File: src/rtl/bank_access_controller.sv
// bank_access_controller: two-port round-robin sequencer for one bank's
// word-line decoder (setup / pulse / hold timing, one-cycle ack).
module bank_access_controller #(
    parameter int ADDR_W = 10,
    parameter int CNT_W  = 4
) (
    input  logic              wb_clk_i,
    input  logic              wb_rst_n,
    input  logic              req0_valid,
    input  logic              req1_valid,
    input  logic [ADDR_W-1:0] req0_addr,
    input  logic [ADDR_W-1:0] req1_addr,
    input  logic              req0_write,
    input  logic              req1_write,
    output logic              req0_ack,
    output logic              req1_ack,
    input  logic [CNT_W-1:0]  cfg_setup,
    input  logic [CNT_W-1:0]  cfg_pulse,
    input  logic [CNT_W-1:0]  cfg_hold,
    output logic [ADDR_W-1:0] sel,
    output logic              wl_en,
    output logic              wr_en,
    output logic              busy,
    output logic [1:0]        grant
);

    typedef enum logic [2:0] {
        IDLE,
        SETUP,
        PULSE,
        HOLD,
        DONE
    } state_t;

    state_t             state, state_n;
    logic [CNT_W-1:0]   cnt, cnt_n;
    logic [CNT_W-1:0]   lat_pulse, lat_pulse_n;
    logic [CNT_W-1:0]   lat_hold, lat_hold_n;
    logic               lat_wr, lat_wr_n;
    logic               ptr, ptr_n;
    logic               pick1;
    logic [ADDR_W-1:0]  sel_n;
    logic [1:0]         grant_n;

    function automatic logic [CNT_W-1:0] at_least_one(input logic [CNT_W-1:0] v);
        return (v == '0) ? CNT_W'(1) : v;
    endfunction

    always_comb begin
        state_n     = state;
        cnt_n       = cnt;
        lat_pulse_n = lat_pulse;
        lat_hold_n  = lat_hold;
        lat_wr_n    = lat_wr;
        ptr_n       = ptr;
        sel_n       = sel;
        grant_n     = grant;
        pick1       = 1'b0;
        unique case (state)
            IDLE: begin
                if (req0_valid || req1_valid) begin
                    // req1 wins when alone or when it holds the pointer
                    pick1       = req1_valid && (!req0_valid || ptr);
                    ptr_n       = !pick1;
                    grant_n     = pick1 ? 2'b10 : 2'b01;
                    sel_n       = pick1 ? req1_addr : req0_addr;
                    lat_wr_n    = pick1 ? req1_write : req0_write;
                    lat_pulse_n = cfg_pulse;
                    lat_hold_n  = cfg_hold;
                    if (cfg_setup != '0) begin
                        state_n = SETUP;
                        cnt_n   = cfg_setup;
                    end else begin
                        state_n = PULSE;
                        cnt_n   = at_least_one(cfg_pulse);
                    end
                end
            end
            SETUP: begin
                if (cnt == CNT_W'(1)) begin
                    state_n = PULSE;
                    cnt_n   = at_least_one(lat_pulse);
                end else begin
                    cnt_n = cnt - CNT_W'(1);
                end
            end
            PULSE: begin
                if (cnt == CNT_W'(1)) begin
                    state_n = (lat_hold != '0) ? HOLD : DONE;
                    cnt_n   = lat_hold;
                end else begin
                    cnt_n = cnt - CNT_W'(1);
                end
            end
            HOLD: begin
                if (cnt == CNT_W'(1)) state_n = DONE;
                else                  cnt_n   = cnt - CNT_W'(1);
            end
            DONE:    state_n = IDLE;
            default: state_n = IDLE;
        endcase
        if (state_n == IDLE) grant_n = 2'b00;
    end

    always_ff @(posedge wb_clk_i) begin
        if (!wb_rst_n) begin
            state     <= IDLE;
            cnt       <= '0;
            lat_pulse <= '0;
            lat_hold  <= '0;
            lat_wr    <= 1'b0;
            ptr       <= 1'b0;
        end else begin
            state     <= state_n;
            cnt       <= cnt_n;
            lat_pulse <= lat_pulse_n;
            lat_hold  <= lat_hold_n;
            lat_wr    <= lat_wr_n;
            ptr       <= ptr_n;
        end
    end

    // outputs decoded from next state so they line up with the state register
    always_ff @(posedge wb_clk_i) begin
        if (!wb_rst_n) begin
            sel      <= '0;
            grant    <= 2'b00;
            wl_en    <= 1'b0;
            wr_en    <= 1'b0;
            busy     <= 1'b0;
            req0_ack <= 1'b0;
            req1_ack <= 1'b0;
        end else begin
            sel      <= sel_n;
            grant    <= grant_n;
            wl_en    <= (state_n == PULSE);
            wr_en    <= (state_n == PULSE) && lat_wr_n;
            busy     <= (state_n != IDLE);
            req0_ack <= (state_n == DONE) && grant_n[0];
            req1_ack <= (state_n == DONE) && grant_n[1];
        end
    end

endmodule

File: config.mk
export PLATFORM = sky130hd
export DESIGN_NAME = bank_access_controller
export DESIGN_NICKNAME = d
export VERILOG_FILES = /design/src/rtl/bank_access_controller.sv
export SDC_FILE = /design/constraint.sdc
export NUM_CORES = 1
export LEC_CHECK = 0
export ABC_AREA = 1
export BUFFER_PORTS_ARGS = -buffer_cell sky130_fd_sc_hd__buf_2
export CORE_MARGIN = 4
export CORE_UTILIZATION = 40
export CTS_BUF_LIST = sky130_fd_sc_hd__clkbuf_2 sky130_fd_sc_hd__clkbuf_4 sky130_fd_sc_hd__clkbuf_8
export DETAILED_ROUTE_END_ITERATION = 10
export GPL_TIMING_DRIVEN = 0
export PLACE_DENSITY = 0.65
export SYNTH_ARGS = -nofsm -noshare
export SYNTH_HDL_FRONTEND = slang
export SYNTH_SLANG_ARGS = --single-unit
File: constraint.sdc
create_clock -name wb_clk_i -period 4.1 [get_ports wb_clk_i]
set_input_delay 0.82 -clock wb_clk_i [delete_from_list [all_inputs] [get_ports wb_clk_i]]
set_output_delay 0.82 -clock wb_clk_i [all_outputs]
set_load 0.01 [all_outputs]
==> PnR_summary.wiki, run 1 <==
{| class="wikitable"
! Metric !! Value
|-
| Proportion of register bits with asynchronous set or reset after synthesis || 0%
|-
| Clock period minus worst slack || 1.660 ns
|-
| DP Worst Slack || 2.144 ns
|-
| DRT antenna net count || 0
|-
| Category of the most critical setup path || in2reg
|-
| Cells after DPL || 364
|-
| Count of port buffers added during placement || 54
|-
| Post-route non-filler standard cell count || 372
|-
| Overflow left after global routing || 0
|-
| Worst path required time || 4.28 ns
|-
| Post-route clock skew || 0.009894 ns
|-
| Total I/O pin count || 55
|-
| Total CTS buffers || 5
|-
| Tot GR Track Use || 18.32%
|-
| Max-Cap Viols || 0
|-
| Number of design rule violations left after detail routing || 0
|-
| #FFs+latches synth || 34
|-
| RD Place Congestion || 0.8594
|-
| Final Setup Violations || 0
|-
| Type of element capturing the critical path || register
|-
| Fraction of final layout cells with drive strength greater than 1 || 26.40%
|-
| Critical hold path startpoint || ptr
|-
| Die ar. || 5421 sq um
|-
| Initial DRC Count || 104
|-
| PD cells || 510.8 nW/um^2
|-
| P_leak || 0.001114 uW
|-
| Total negative slack for setup checks || 0 ns
|-
| Post-CTS setup buffer count || 0
|-
| Via count of the first global-routing pass || 1722
|-
| Number of vias per cell after detailed routing || 4.882
|-
| Worst flop-to-flop path startpoint || cnt[1]
|-
| Peak supply drop || 0.2896 mV
|-
| Pin count of the biggest net entering global routing || 13
|-
| Synth Instances || 260
|-
| Core Box Area || 4086 sq um
|-
| Buffers from clock root to sink, at most || 2
|-
| Final net count || 361
|-
| Most used cells in the layout excluding fill and tap cells || nand2_1 (69), buf_2 (56), a21oi_1 (40), dfxtp_1 (34), nor2_1 (24)
|-
| Worst hold path stage count || 2
|-
| Final setup slack of the worst path || 2.440 ns
|-
| Clock tree sinks || 34
|-
| Clock network latency to the later pin of the worst-skew pair || 0.29 ns
|-
| Std cell rows || 23
|-
| Hold_buf cts || 0
|-
| Register clock-pin slew on the reported worst setup and hold paths || 0.07 ns
|-
| Number of enable flip-flop cells after synthesis || 0
|-
| FF-to-FF setup slack || 2.54 ns
|-
| Synthesis Warnings || 0
|-
| Class of the tightest hold or removal check || reg2reg
|-
| Aggregate routed wire length || 4.459 mm
|-
| Number of library cell types mapped by synthesis || 28
|-
| Final standard cell utilization of the core || 53.67%
|-
| DR WL/cell || 11.99 microns
|-
| Critical-path maximum fanout || 10
|-
| Setup repair after global routing missed its margin || no
|-
| Area delta synth->final || 27.31%
|-
| HPWL reported at the end of detailed placement || 3.437 mm
|-
| Timing-limited maximum frequency || 0.6023 GHz
|-
| Post-Synthesis Net Count || 300
|-
| Max-slew headroom || 65.12%
|-
| Initial antenna violation count || 0
|-
| Worst slew pin tran || 0.5232 ns
|-
| Max-slew violation total from the final report || 0
|-
| Root Buffer Master || clkbuf_8
|-
| CTS H-tree depth || 2
|-
| Initial cell density of the core || 42.16%
|-
| Destination of the worst hold path || ptr
|-
| Outcome || finished clean
|-
| Worst hold slack || 0.4533 ns
|-
| Arrival @ worst endpoint || 1.84 ns
|-
| Critical path startpoint category || input pin
|-
| Resize count post-CTS || 0
|-
| Post-route clock period utilization || 40.49%
|-
| First-pass GRT wire length || 7.590 mm
|-
| Most common cell after layout, fill and taps aside || nand2_1
|-
| Synthesized area divided by synthesized cell count || 6.627 sq um
|-
| Count of endpoints failing hold in the final timing report || 0
|-
| Fraction of the yosys area taken by sequential cells || 39.51%
|-
| Number of vias in the routed layout || 1816
|-
| Worst reg2reg endpoint || cnt[3]
|-
| Cell area after synthesis || 1723 sq um
|-
| Pre-Repair DR Iteration Count || 4
|-
| Die extent in x || 73.63 microns
|-
| CTS tree || done
|-
| Die span in y || 73.63 microns
|-
| ANT cells || 0
|-
| Count of cells along the worst register-to-register path || 9
|-
| Top flip-flop cell by instance count after synthesis || dfxtp_1
|}
[cells by family after synthesis]
kind of cell | share of synthesized area (%)
buffers and inverters | 9.731
AO/OA/AOI/OAI | 19.32
XOR/XNOR | 0.5084
AND/OR/NAND/NOR | 29.49
adder cells (fa/ha/maj) | 1.452
flip-flops | 39.51
[stage by stage]
| step | total power (uW) | cell area [sq um] |
|---|---|---|
| final | 1120 | 2193 |
| after floorplan | 646.8 | 1723 |
| after detailed placement | 745.8 | 2056 |
| after CTS | 1125 | 2193 |
| after global routing | 1189 | 2193 |
| after global placement | 743.6 | 2056 |
[sequential cells by signal (all words and copies together), names as in the netlist, 2 cells and up]
register   cells
sel           10
cnt            4
lat_hold       4
lat_pulse      4
state          3
grant          2
[synthesized netlist by cell type (3+ instances only)]
cell type	number	area share, %
inv_2	10	2.2
dfxtp_1	34	40
o21ai_0	7	2.0
a21oi_1	40	12
nand3_1	16	4.6
clkbuf_1	3	0.65
nand2_1	69	15
o21ai_1	10	2.9
nor2_1	24	5.2
inv_1	23	5.0
nor2_2	3	1.1
[layer usage]
metal	track usage (%)	share of wire [%]	vias up
met5	0	0	-
met2	29.23	45	56
met3	4.241	6.1	7
met4	7.646	1.7	0
li1	-	-	955
met1	23.60	47	798
[cell type report]
class                           count  area [sq um]
Sequential cell                    34         680.7
Clock buffer                        5         68.82
Inverter                           34         127.6
Tap cell                           50         62.56
Clock inverter                      3         68.82
Multi-Input combinational cell    184         874.6
Fill cell                         438          1893
Timing Repair Buffer               54         270.3
Buffer                              8         40.04
[critical path: stages]
cell and delay, ns:
buf_2 0.11, a21oi_1 0.27, inv_1 0.10, clkbuf_1 0.26, a21oi_1 0.20, a21oi_1 0.08
[worst max path at each step]
stage / startpoint / to / cells past startpoint
after detailed placement: req0_valid / sel[5] / 6
after CTS: cfg_setup[3] / wr_en / 9
after global placement: req0_valid / sel[0] / 5
after global routing: cfg_setup[0] / cnt[3] / 8
after floorplan: req1_valid / sel[0] / 6
final: req0_valid / sel[5] / 6
[where the power goes]
| group | switching [uW] | leakage (uW) | internal [uW] | total [uW] |
|---|---|---|---|---|
| Clock | 135 | 0.0000683 | 244 | 379 |
| Combinational | 207 | 0.000765 | 124 | 331 |
| Sequential | 29.8 | 0.000281 | 381 | 410 |
| Total | 372 | 0.00111 | 748 | 1120 |
No activity file was read; power rests on OpenSTA's default activity.
==> run 2, diff against run 1 <==
Clock period 4.1 ns to 1.6 ns, I/O delays scaled along.
==> PnR_summary.wiki, run 2 (synthesized netlist as in run 1, its figures left out) <==
{| class="wikitable"
! Metric !! Value
|-
| Share of total power in combinational logic || 30.0% (was 29.6%)
|-
| DRT antenna net count || 0 (unchanged)
|-
| Die span in y || 73.63 microns (unchanged)
|-
| Die ar. || 5421 sq um (unchanged)
|-
| Clock tree sinks || 34 (unchanged)
|-
| Area delta synth->final || 28.54% (was 27.31%)
|-
| Final Setup Violations || 0 (unchanged)
|-
| Post-route clock period utilization || 91.13%
|-
| Class of the tightest hold or removal check || in2reg (was reg2reg)
|-
| Worst path required time || 1.79 ns (was 4.28 ns)
|-
| Clock network latency to the later pin of the worst-skew pair || 0.29 ns (about the same)
|-
| Number of design rule violations left after detail routing || 0 (unchanged)
|-
| Final net count || 362 (was 361)
|-
| Summed area of non-filler cells in the final layout || 2215 sq um (was 2193 sq um)
|-
| Initial cell density of the core || 42.16% (unchanged)
|-
| DP Worst Slack || 0.08428 ns (was 2.144 ns)
|-
| P_leak || 0.001120 uW (was 0.001114 uW)
|-
| Critical hold path startpoint || req1_addr[0] (was ptr)
|-
| RD Place Congestion || 0.8594 (unchanged)
|-
| Count of port buffers added during placement || 54 (unchanged)
|-
| Worst slew pin tran || 0.5109 ns (was 0.5232 ns)
|-
| Number of vias in the routed layout || 1809 (was 1816)
|-
| Worst hold path stage count || 3 (was 2)
|-
| HPWL reported at the end of detailed placement || 3.437 mm (unchanged)
|-
| Critical-path maximum fanout || 4 (was 10)
|-
| First-pass GRT wire length || 7.590 mm (unchanged)
|-
| Destination of the worst hold path || sel[0] (was ptr)
|-
| Pin count of the biggest net entering global routing || 13 (unchanged)
|-
| Peak supply drop || 0.7425 mV (was 0.2896 mV)
|-
| Worst flop-to-flop path startpoint || cnt[1] (unchanged)
|-
| Number of flip-flops in the largest register || 10 (unchanged)
|-
| Net switching fraction of the power || 33.18% (was 33.23%)
|-
| Post-route clock skew || 0.006272 ns (was 0.009894 ns)
|-
| Worst reg2reg endpoint || wr_en (was cnt[3])
|-
| FF-to-FF setup slack || 0.14 ns (was 2.54 ns)
|-
| Clock period minus worst slack || 1.458 ns
|-
| CTS H-tree depth || 2 (unchanged)
|-
| PD cells || 1302 nW/um^2 (was 510.8 nW/um^2)
|-
| Via count of the first global-routing pass || 1722 (unchanged)
|-
| Timing-limited maximum frequency || 0.6858 GHz
|-
| Arrival @ worst endpoint || 1.64 ns (was 1.84 ns)
|-
| Core Box Area || 4086 sq um (unchanged)
|-
| Initial antenna violation count || 0 (unchanged)
|-
| Outcome || finished clean (unchanged)
|-
| Type of element capturing the critical path || register (unchanged)
|-
| DR WL/cell || 11.97 microns (was 11.99 microns)
|-
| Share of total power in the clock network || 33.5% (was 33.8%)
|-
| Std cell rows || 23 (unchanged)
|-
| Overflow left after global routing || 0 (unchanged)
|-
| Max-Cap Viols || 0 (unchanged)
|-
| Critical path startpoint category || register (was input pin)
|-
| Most flops, register || sel (unchanged)
|-
| ANT cells || 0 (unchanged)
|-
| Buffers from clock root to sink, at most || 2 (unchanged)
|-
| Number of vias per cell after detailed routing || 4.850 (was 4.882)
|-
| Cell-internal power || 1927 uW (was 748.0 uW)
|-
| Hold_buf cts || 0 (unchanged)
|-
| Total CTS buffers || 5 (unchanged)
|-
| Pre-Repair DR Iteration Count || 4 (unchanged)
|-
| CTS tree || done (unchanged)
|-
| Die extent in x || 73.63 microns (unchanged)
|-
| Instance area at placement || 2056 sq um (unchanged)
|-
| Sw power || 956.7 uW (was 372.3 uW)
|-
| Most common cell after layout, fill and taps aside || nand2_1 (unchanged)
|-
| Register clock-pin slew on the reported worst setup and hold paths || 0.08 ns (was 0.07 ns)
|-
| Initial DRC Count || 106 (was 104)
|-
| Max-slew violation total from the final report || 0 (unchanged)
|-
| Max-slew headroom || 65.94% (was 65.12%)
|-
| Most used cells in the layout excluding fill and tap cells || nand2_1 (68), buf_2 (56), a21oi_1 (39), dfxtp_1 (34), nor2_1 (24) (was nand2_1 (69), buf_2 (56), a21oi_1 (40), dfxtp_1 (34), nor2_1 (24))
|-
| Count of endpoints failing hold in the final timing report || 0 (unchanged)
|-
| Part of the total power dissipated in sequential elements || 36.5% (was 36.6%)
|-
| Root Buffer Master || clkbuf_8 (unchanged)
|-
| Aggregate routed wire length || 4.464 mm (was 4.459 mm)
|-
| Fraction of final layout cells with drive strength greater than 1 || 27.55% (was 26.40%)
|-
| Count of cells along the worst register-to-register path || 10 (was 9)
|-
| Tot GR Track Use || 18.32% (unchanged)
|-
| Category of the most critical setup path || reg2reg (was in2reg)
|-
| Final setup slack of the worst path || 0.1419 ns (was 2.440 ns)
|-
| Total I/O pin count || 55 (unchanged)
|}
## run 2: cell count changes in the layout (fill, tap and decap cells not counted), sizes merged
cell  change
buf       +1
## run 2: cell type report
class	instances	area (sq um)
fill	433	1872
sequential	34	680.7
clock buffer	5	68.82
buffer	8	40.04
tap	50	62.56
multi-input combinational	184	888.4
inverter	34	127.6
timing repair buffer	55	277.8
clock inverter	3	68.82
## run 2: per-stage QoR
stage	std cells	total power, uW	setup TNS, ns	hold WS, ns	utilization (%)
final	373	2883	0	0.2740	54.19
after global routing	373	3064	-0.005747	0.2767	54.19
after CTS	372	2882	0	0.2661	53.67
after detailed placement	364	1911	0	0.4409	50.31
after global placement	364	1906	0	0.4388	50.31
after floorplan	260	1657	0	0.4269	-
## run 2: how the worst max path moves through the flow
stage / startpoint / endpoint / slack [ns] / depth (start not counted)
detailed placement: cnt[1] / cnt[3] / 0.08 / 9
global route: cnt[1] / wl_en / -0.004 / 10
global placement: cnt[1] / cnt[2] / 0.06 / 9
floorplan: cnt[1] / req0_ack / 0.27 / 7
finish: cnt[1] / wr_en / 0.14 / 10
CTS: cnt[1] / cnt[0] / 0.06 / 9
## run 2: timing repair
| item | CTS | global route |
|---|---|---|
| resized for setup | 0 | 4 |
| endpoints found under the setup margin | 0 | 19 |
| endpoints found under the hold margin | 0 | 0 |
| buffers inserted | 0 | 1 |
## run 2: power by group through the flow
stage | combinational (uW) | clock (uW) | sequential [uW]
final | 864 | 966 | 1050
after global placement | 839 | 0 | 1070
after global routing | 988 | 1010 | 1070
after CTS | 850 | 982 | 1050
after floorplan | 571 | 0 | 1090
after detailed placement | 844 | 0 | 1070
## run 2: routing by layer
metal  vias to the layer above  GRT usage [%]  share of wire, %
met4                         0          7.646               1.8
met3                         9          4.241               5.8
met2                        56          29.23                45
met5                         -              0                 0
li1                        956              -                 -
met1                       788          23.60                47
## run 2: critical path: stages (launching register included)
cell,delay (ns)
dfxtp_1,0.31
inv_1,0.12
ha_2,0.23
nand2_2,0.09
buf_4,0.15
nand2_1,0.05
inv_1,0.03
nor2_1,0.15
nand2_1,0.08
nand3_1,0.10
nor2_1,0.04
